<file path="config.mk">
export PLATFORM = sky130hd
export DESIGN_NAME = pc_flow_ctrl
export DESIGN_NICKNAME = d
export VERILOG_FILES = /design/src/rtl/pc_flow_pkg.sv /design/src/rtl/pc_flow_ctrl_sat_counter.sv /design/src/rtl/pc_flow_ctrl.sv
export SDC_FILE = /design/constraint.sdc
export NUM_CORES = 1
export LEC_CHECK = 0
export CAP_MARGIN = 40
export CELL_PAD_IN_SITES_DETAIL_PLACEMENT = 2
export CELL_PAD_IN_SITES_GLOBAL_PLACEMENT = 2
export CORE_MARGIN = 5
export CORE_UTILIZATION = 25
export CTS_CLUSTER_DIAMETER = 120
export DETAILED_ROUTE_END_ITERATION = 10
export PLACE_DENSITY_LB_ADDON = 0.25
export SLEW_MARGIN = 5
export SYNTH_ARGS = -nofsm -noshare
export SYNTH_HDL_FRONTEND = slang
export SYNTH_SLANG_ARGS = --single-unit
</file>
<file path="constraint.sdc">
create_clock -name clk -period 6.35 [get_ports clk]
set_input_delay 1.5875 -clock clk [delete_from_list [all_inputs] [get_ports clk]]
set_output_delay 1.5875 -clock clk [all_outputs]
set_load 0.05 [all_outputs]
</file>
<file path="src/rtl/pc_flow_pkg.sv">
// Shared types and defaults for the PC-update sequencer.
// Redirect sources are ranked by priority: a taken branch in EX beats any jump in ID.
package pc_flow_pkg;

    typedef enum logic {
        ST_RUN  = 1'b0,
        ST_PEND = 1'b1
    } state_e;

    typedef enum logic [1:0] {
        SRC_SEQ = 2'd0,
        SRC_JMP = 2'd1,
        SRC_JR  = 2'd2,
        SRC_BR  = 2'd3
    } redir_src_e;

    localparam logic [31:0] PC_RESET_DEFAULT = 32'h0040_0000;

    // An ID jump is on the wrong path when EX resolves a taken branch in the same cycle.
    function automatic redir_src_e redirect_src(input logic br_taken,
                                                input logic jump,
                                                input logic jump_src);
        redir_src_e src;
        if (br_taken) begin
            src = SRC_BR;
        end else if (jump) begin
            src = jump_src ? SRC_JR : SRC_JMP;
        end else begin
            src = SRC_SEQ;
        end
        return src;
    endfunction

endpackage

</file>
<file path="src/rtl/pc_flow_ctrl_sat_counter.sv">
// Saturating up-counter used for the performance counters.
// The count holds at all-ones rather than wrapping.
module sat_counter #(
    parameter int W = 16
) (
    input  logic         clk,
    input  logic         reset,
    input  logic         inc,
    output logic [W-1:0] count
);

    logic [W-1:0] count_q;
    logic [W-1:0] count_d;

    // Next count: step by one unless already saturated.
    always_comb begin
        if (inc && (count_q != {W{1'b1}})) begin
            count_d = count_q + {{(W-1){1'b0}}, 1'b1};
        end else begin
            count_d = count_q;
        end
    end

    // Count register.
    always_ff @(posedge clk or posedge reset) begin
        if (reset) begin
            count_q <= {W{1'b0}};
        end else begin
            count_q <= count_d;
        end
    end

    assign count = count_q;

endmodule

</file>
<file path="src/rtl/pc_flow_ctrl.sv">
// PC-update sequencer: arbitrates redirects, applies load-use stalls, holds PC during fetch waits
// and replays a redirect that arrived while the fetch was outstanding.
module pc_flow_ctrl
    import pc_flow_pkg::*;
#(
    parameter logic [31:0] RESET_PC = PC_RESET_DEFAULT,
    parameter int          CNT_W    = 16
) (
    input  logic             clk,
    input  logic             reset,
    input  logic             imem_ready,
    input  logic [31:0]      pc_plus4,
    input  logic             id_jump,
    input  logic             id_jump_src,
    input  logic [31:0]      id_jump_target,
    input  logic [31:0]      id_jr_target,
    input  logic             ex_branch_taken,
    input  logic [31:0]      ex_branch_target,
    input  logic             ld_use_hazard,
    output logic             pc_we,
    output logic [31:0]      pc_next,
    output logic             if_id_we,
    output logic             if_id_flush,
    output logic             id_ex_flush,
    output logic             redirect_pending,
    output logic [CNT_W-1:0] stall_cycles,
    output logic [CNT_W-1:0] redirect_count
);

    state_e      state_q, state_d;
    logic [31:0] pend_target_q, pend_target_d;
    redir_src_e  src_s;
    logic [31:0] target_s;
    logic        redirect_commit_s;
    logic        stall_inc_s;

    // Priority select of the redirect target and all PC/pipeline controls.
    always_comb begin
        src_s = redirect_src(ex_branch_taken, id_jump, id_jump_src);
        case (src_s)
            SRC_BR:  target_s = ex_branch_target;
            SRC_JR:  target_s = id_jr_target;
            SRC_JMP: target_s = id_jump_target;
            default: target_s = pc_plus4;
        endcase

        state_d           = state_q;
        pend_target_d     = pend_target_q;
        pc_we             = 1'b0;
        pc_next           = pc_plus4;
        if_id_we          = 1'b0;
        if_id_flush       = 1'b0;
        id_ex_flush       = 1'b0;
        redirect_commit_s = 1'b0;

        if (reset) begin
            pc_next     = RESET_PC;
            if_id_flush = 1'b1;
            id_ex_flush = 1'b1;
        end else begin
            case (state_q)
                ST_RUN: begin
                    if (src_s != SRC_SEQ) begin
                        if_id_flush = 1'b1;
                        id_ex_flush = (src_s == SRC_BR);
                        if (imem_ready) begin
                            pc_we             = 1'b1;
                            pc_next           = target_s;
                            redirect_commit_s = 1'b1;
                        end else begin
                            pend_target_d = target_s;
                            state_d       = ST_PEND;
                        end
                    end else if (ld_use_hazard) begin
                        id_ex_flush = 1'b1;
                    end else if (imem_ready) begin
                        pc_we    = 1'b1;
                        if_id_we = 1'b1;
                    end else begin
                        if_id_flush = 1'b1;
                    end
                end
                ST_PEND: begin
                    // ID holds a bubble here, so only EX branches and load-use matter.
                    if_id_flush = 1'b1;
                    id_ex_flush = ex_branch_taken | ld_use_hazard;
                    if (ex_branch_taken) begin
                        pend_target_d = ex_branch_target;
                    end else begin
                        pend_target_d = pend_target_q;
                    end
                    if (imem_ready) begin
                        pc_we             = 1'b1;
                        pc_next           = ex_branch_taken ? ex_branch_target : pend_target_q;
                        redirect_commit_s = 1'b1;
                        state_d           = ST_RUN;
                    end else begin
                        state_d = ST_PEND;
                    end
                end
                default: begin
                    state_d     = ST_RUN;
                    if_id_flush = 1'b1;
                end
            endcase
        end

        stall_inc_s = ~pc_we & ~reset;
    end

    // State and pending-redirect registers; reset discards any pending target.
    always_ff @(posedge clk or posedge reset) begin
        if (reset) begin
            state_q       <= ST_RUN;
            pend_target_q <= 32'h0000_0000;
        end else begin
            state_q       <= state_d;
            pend_target_q <= pend_target_d;
        end
    end

    assign redirect_pending = (state_q == ST_PEND);

    sat_counter #(.W(CNT_W)) u_stall_cnt (
        .clk   (clk),
        .reset (reset),
        .inc   (stall_inc_s),
        .count (stall_cycles)
    );

    sat_counter #(.W(CNT_W)) u_redir_cnt (
        .clk   (clk),
        .reset (reset),
        .inc   (redirect_commit_s),
        .count (redirect_count)
    );

endmodule

</file>
; Word-level counts from Yosys, hierarchy flattened
; Cells that the tools add are included.
[op_classes]
addsub = 2
mul = 0
div_mod_pow = 0
n_lt_le_gt_ge = 0
eq_ne = 7
shifts = 0
mux = 35
n_bitwise = 5
n_reduce_logical = 4
[ops]
columns = op, count
row1 = $mux W32, 7
row2 = $pmux W32 S2, 2
row3 = $pmux W32 S3, 1
row4 = $add A16 B1 Y16 const B, 2
row5 = $ne A16 B16 Y1 const B, 2
row6 = $mux W1, 17
row7 = $pmux W1 S2, 5
row8 = $mux W2, 3
row9 = $eq A2 B2 Y1 const B, 2
row10 = $ne A2 B2 Y1 const B, 2
row11 = $not A1 Y1, 3
row12 = $reduce_and A3 Y1, 1
row13 = $eq A2 B1 Y1 const B, 1
row14 = $logic_and A1 B1 Y1, 2
row15 = $reduce_bool A2 Y1, 1
row16 = $and A1 B1 Y1, 1
row17 = $or A1 B1 Y1, 1
[totals]
regBits = 65
latchBits = 0
mem_bits_rw = 0
mem_bits_ro = 0
input_bits = 135
elab_cells = 57
memories = 0

; Longest topological paths before layout
[depth]
word_depth = 10
mapped_depth = 7

; Modules after synthesis
; A second synthesis with hierarchy kept.
[hier_totals]
cells_unflattened = 531
area_unflattened_um2 = 4862.2
[by_module_without_submodules]
columns = module, n_inst, cells_per_inst, area_per_inst_um2, seq_area_each_um2
row1 = pc_flow_ctrl, 1, 389, 3250.6, 825.8
row2 = sat_counter, 2, 71, 805.8, 400.4

; Worst setup path after synthesis
; OpenSTA, ideal clock, no wires.
[synth_timing]
path_type = input to output
from = input reset
to = output pc_next[25]
arrival_time_ns = 5.364
t_required_ns = 4.762
slack_ns = -0.601
cell_stages = 4
path_buffers = 1
cell_sequence = inv_1 clkbuf_1 o21ai_0 a221oi_1
[synth_between]
elab_chain_cells = 1
[synth_lines]
columns = element, line_no
row1 = "start, declared", pc_flow_ctrl.sv:10  ; input logic reset,
row2 = $mux W32, pc_flow_ctrl.sv:56  ; if (reset) begin
row3 = "end, declared", pc_flow_ctrl.sv:21  ; output logic [31:0] pc_next,
; Every way passes these cells.

; Worst setup path in the final report
[layout_timing]
from = input id_jump
to = output pc_next[30]
[layout_between]
elab_chain_cells = 8
[layout_lines]
columns = element, line_no
row1 = "start, declared", pc_flow_ctrl.sv:13  ; input logic id_jump,
row2 = $mux W2 (*), pc_flow_pkg.sv:26  ; end else if (jump) begin
row3 = $mux W2 (*), pc_flow_pkg.sv:24  ; if (br_taken) begin
row4 = $eq A2 B1 Y1 or $eq A2 B2 Y1 (tied branches), pc_flow_ctrl.sv:40  ; case (src_s)
row5 = $pmux W32 S3, pc_flow_ctrl.sv:40
row6 = $mux W32, pc_flow_ctrl.sv:66  ; if (imem_ready) begin
row7 = $mux W32 (*), pc_flow_ctrl.sv:63  ; if (src_s != SRC_SEQ) begin
row8 = $pmux W32 S2 (*), pc_flow_ctrl.sv:61  ; case (state_q)
row9 = $mux W32 (*), pc_flow_ctrl.sv:56
; Mark *: on every way between the ends. The rest lies on a longest branch, timed or not.

==> flow_summary.toml <==
[run_status]
status = "complete, no violations"

[synth]
leading_post_synthesis_cells_by_cell_area = "sky130_fd_sc_hd__dfrtp_1 31%, sky130_fd_sc_hd__mux2i_1 12%, sky130_fd_sc_hd__a21oi_1 6.5%"
synth_top_area_share_pct = 31.0
synth.top_cells.by_count = "72 x sky130_fd_sc_hd__nor2_1, 68 x sky130_fd_sc_hd__a21oi_1, 65 x sky130_fd_sc_hd__dfrtp_1, 65 x sky130_fd_sc_hd__mux2i_1, 63 x sky130_fd_sc_hd__o21ai_0"
syn_inst = 640
synth.ff_latch_count = 65
async_reset_ff_share_pct = 100
synth_edf_count = 0
synth_area_leader_cell = "sky130_fd_sc_hd__dfrtp_1"
synthFlopType = "sky130_fd_sc_hd__dfrtp_1"
ys_types = 55
yosys_warnings = 0
synth_nets = 777
postSynthAreaPerCell_um2 = 8.20
seq_area_frac_synth_pct = 31.0
netlist_area_um2 = 5250
synth.most_common_cell = "sky130_fd_sc_hd__nor2_1"

[placement]
dp_hpwl_um = 16900
numPortBuffers = 203
finalWeightedCongestion = 0.789

[drt]
overall_via_count_from_detail_route = 5897
detailedRoute.firstPassIterationCount = 4
drt_drc_violations_left = 0
vias_per_cell = 5.41
wirelength_um = 23300
drt.antenna.violating_nets = 0
drt_iter0_markers = 196
post_drt_wl_per_cell_um = 21.3

[clock_network]
clk_transition_reported_paths_ns = 0.06
post_cts_buffers = 0
cts.hold.buffers_added = 0
htree_num_levels = 3
tritoncts_buffers = 9
ctsResizeCount = 0
cts.path.max_buffers = 2
tritoncts = "built"
clockRootBuffer = "sky130_fd_sc_hd__clkbuf_16"
clock_latency_ns = 0.34
clock_sinks = 65

[setup_path]
worst_setup_path_startpoint = "id_jump"
worst_r2r_path_depth = 6
critPathCapture = "pc_next[30]"
timing.critical_path.fanout_max = 31
timing.reg2reg.setup_slack_ns = 3.99
setup.worst_path.class = "in -> out"
rr_startpoint = "redirect_pending"
rr_endpoint = "pend_target_q[1]"
startpoint_type = "input port"
timing.critical_path.required_ns = 4.76
worstSetupEndpointType = "output pin"
cp_data_arrival_time_ns = 3.84

[sta]
timing_hold_violations_final = 0
tns_ns = 0
fmaxAchievable_mhz = 184
worst_clock_skew_ns = 0.00543
finalCriticalPeriod_ns = 5.43
finalMaxSlewViolations = 0
setup_repair_after_global_routing_missed_its_margin = "false"
setup_viol = 0
worst_slew_margin_rel_pct = 40.8
timing_worst_slew_pin_value_ns = 0.885
post-route-period-util_pct = 85.5
hold_slack_ns = 0.509

[run]
max-cap-violations = 0

[power]
leakagePower_nw = 3.16
switching_share_pct = 40.4
total_power_draw_mw = 1.98
vdd_ir_drop_max_uv = 176
comb_power_share_pct = 44.4
power_switching_uw = 800
clock_power_share_pct = 26.1
power_density_nw_per_um2 = 242
p_seq_share_pct = 29.5
internal_portion_of_total_power_mw = 1.18

[global_route]
grt_antenna_before_repair = 0
globalRoute.totalOverflow = 0
grt_util_all_layers_pct = 19.0
grt_start_max_net_pins = 67
grt_pass1_wl_um = 36900
via_count_of_the_first_global_routing_pass = 6729

[die]
placeableCoreArea_um2 = 20800
die-area_um2 = 24000
die-width_um = 155
boundary_pins = 204
floorplan.rows = 53
die_height_um = 155
initial_core_util_pct = 25.2

[layout]
fin_nets = 948
drive_gt1_share_pct = 10.2
flow.area_growth_from_synthesis_pct = 56.2
n_antenna_cell = 0

[hold_path]
worst_hold_path_class = "reg -> reg"
-- layout by cell type, fill, tap and decap left out, types with 4 or more instances in the layout --
cell type,n
sky130_fd_sc_hd__o211ai_1,7
sky130_fd_sc_hd__or3_1,33
sky130_fd_sc_hd__nor2_1,71
sky130_fd_sc_hd__nand3_1,9
sky130_fd_sc_hd__dfrtp_1,65
sky130_fd_sc_hd__buf_12,36
sky130_fd_sc_hd__a221oi_1,31
sky130_fd_sc_hd__xnor2_1,18
sky130_fd_sc_hd__clkbuf_16,9
sky130_fd_sc_hd__a21oi_1,67
sky130_fd_sc_hd__a31oi_1,34
sky130_fd_sc_hd__and3_1,6
sky130_fd_sc_hd__nor3_1,4
sky130_fd_sc_hd__nand2_1,12
sky130_fd_sc_hd__and2_1,4
sky130_fd_sc_hd__buf_4,10
sky130_fd_sc_hd__nor2b_1,32
sky130_fd_sc_hd__o21ai_0,63
sky130_fd_sc_hd__clkdlybuf4s50_1,167
sky130_fd_sc_hd__mux2i_1,65
sky130_fd_sc_hd__nand4_1,5
sky130_fd_sc_hd__xor2_1,8
-- metrics by stage --
step | util [%] | setup slack, ns | instances | cell area [µm²]
2_1_floorplan | - | 0.574 | 640 | 5250
3_3_place_gp | 37.6 | 0.804 | 1072 | 7830
3_5_place_dp | 37.9 | 0.910 | 1075 | 7900
4_1_cts | 39.4 | 0.865 | 1091 | 8200
5_1_grt | 39.4 | 0.772 | 1091 | 8200
6_report | 39.4 | 0.921 | 1091 | 8200
-- critical path, cell delays in order --
cell	delay, ns
sky130_fd_sc_hd__clkdlybuf4s50_1	0.53
sky130_fd_sc_hd__or2_1	0.33
sky130_fd_sc_hd__nand2_1	0.09
sky130_fd_sc_hd__buf_4	0.36
sky130_fd_sc_hd__o21ai_0	0.14
sky130_fd_sc_hd__a221oi_1	0.58
sky130_fd_sc_hd__buf_12	0.21
-- routing by layer --
layer,GRT usage [%],wire length [µm]
met5,0,0
met3,3.62,1210
met1,24.1,10300
met2,32.7,11300
met4,6.01,499
-- sequential cells by signal, summed over array words and instances (netlist names) --
register / flops
pend_target_q: 32
u_redir_cnt.count: 16
u_stall_cnt.count: 16
redirect_pending: 1
-- cell type report --
type	count	area, µm²
flip-flops and latches	65	1630
well taps	275	344
inverters	5	21.3
fillers	2287	12600
multi-input cells	514	3400
clock buffers	10	239
clock inverters	6	66.3
repair buffers	216	2500
-- how the worst min path moves through the flow --
| stage | start | end | slack, ns | cells after the start |
|---|---|---|---|---|
| 3_5_place_dp | u_redir_cnt.count[12] | u_redir_cnt.count[12] | 0.49 | 1 |
| 6_report | u_redir_cnt.count[12] | u_redir_cnt.count[12] | 0.51 | 1 |
| 2_1_floorplan | pend_target_q[22] | pend_target_q[22] | 0.47 | 2 |
| 3_3_place_gp | u_redir_cnt.count[5] | u_redir_cnt.count[5] | 0.48 | 1 |
| 5_1_grt | u_redir_cnt.count[5] | u_redir_cnt.count[5] | 0.53 | 1 |
| 4_1_cts | u_redir_cnt.count[12] | u_redir_cnt.count[12] | 0.52 | 1 |
-- power by group through the flow --
stage	sequential, mW	clock [mW]	combinational, mW
2_1_floorplan	0.708	0	0.374
3_3_place_gp	0.582	0	0.849
3_5_place_dp	0.594	0	0.887
4_1_cts	0.588	0.539	0.891
5_1_grt	0.599	0.556	0.941
6_report	0.585	0.518	0.880
-- cells by family (layout without fill, tap and decap cells) --
kind of cell | Yosys count | count (layout) | synth area share [%]
and+or+nand+nor | 191 | 191 | 19.5
adders and majority gates | 2 | 2 | 0.477
xor gates and xnor gates | 26 | 26 | 4.34
AOI/OAI and AO/OA | 226 | 226 | 26.7
muxes | 69 | 69 | 13.3
buffers and inverters | 61 | 237 | 4.74
DFF | 65 | 65 | 31.0
Note: power is estimated with default switching activity, not from simulation.
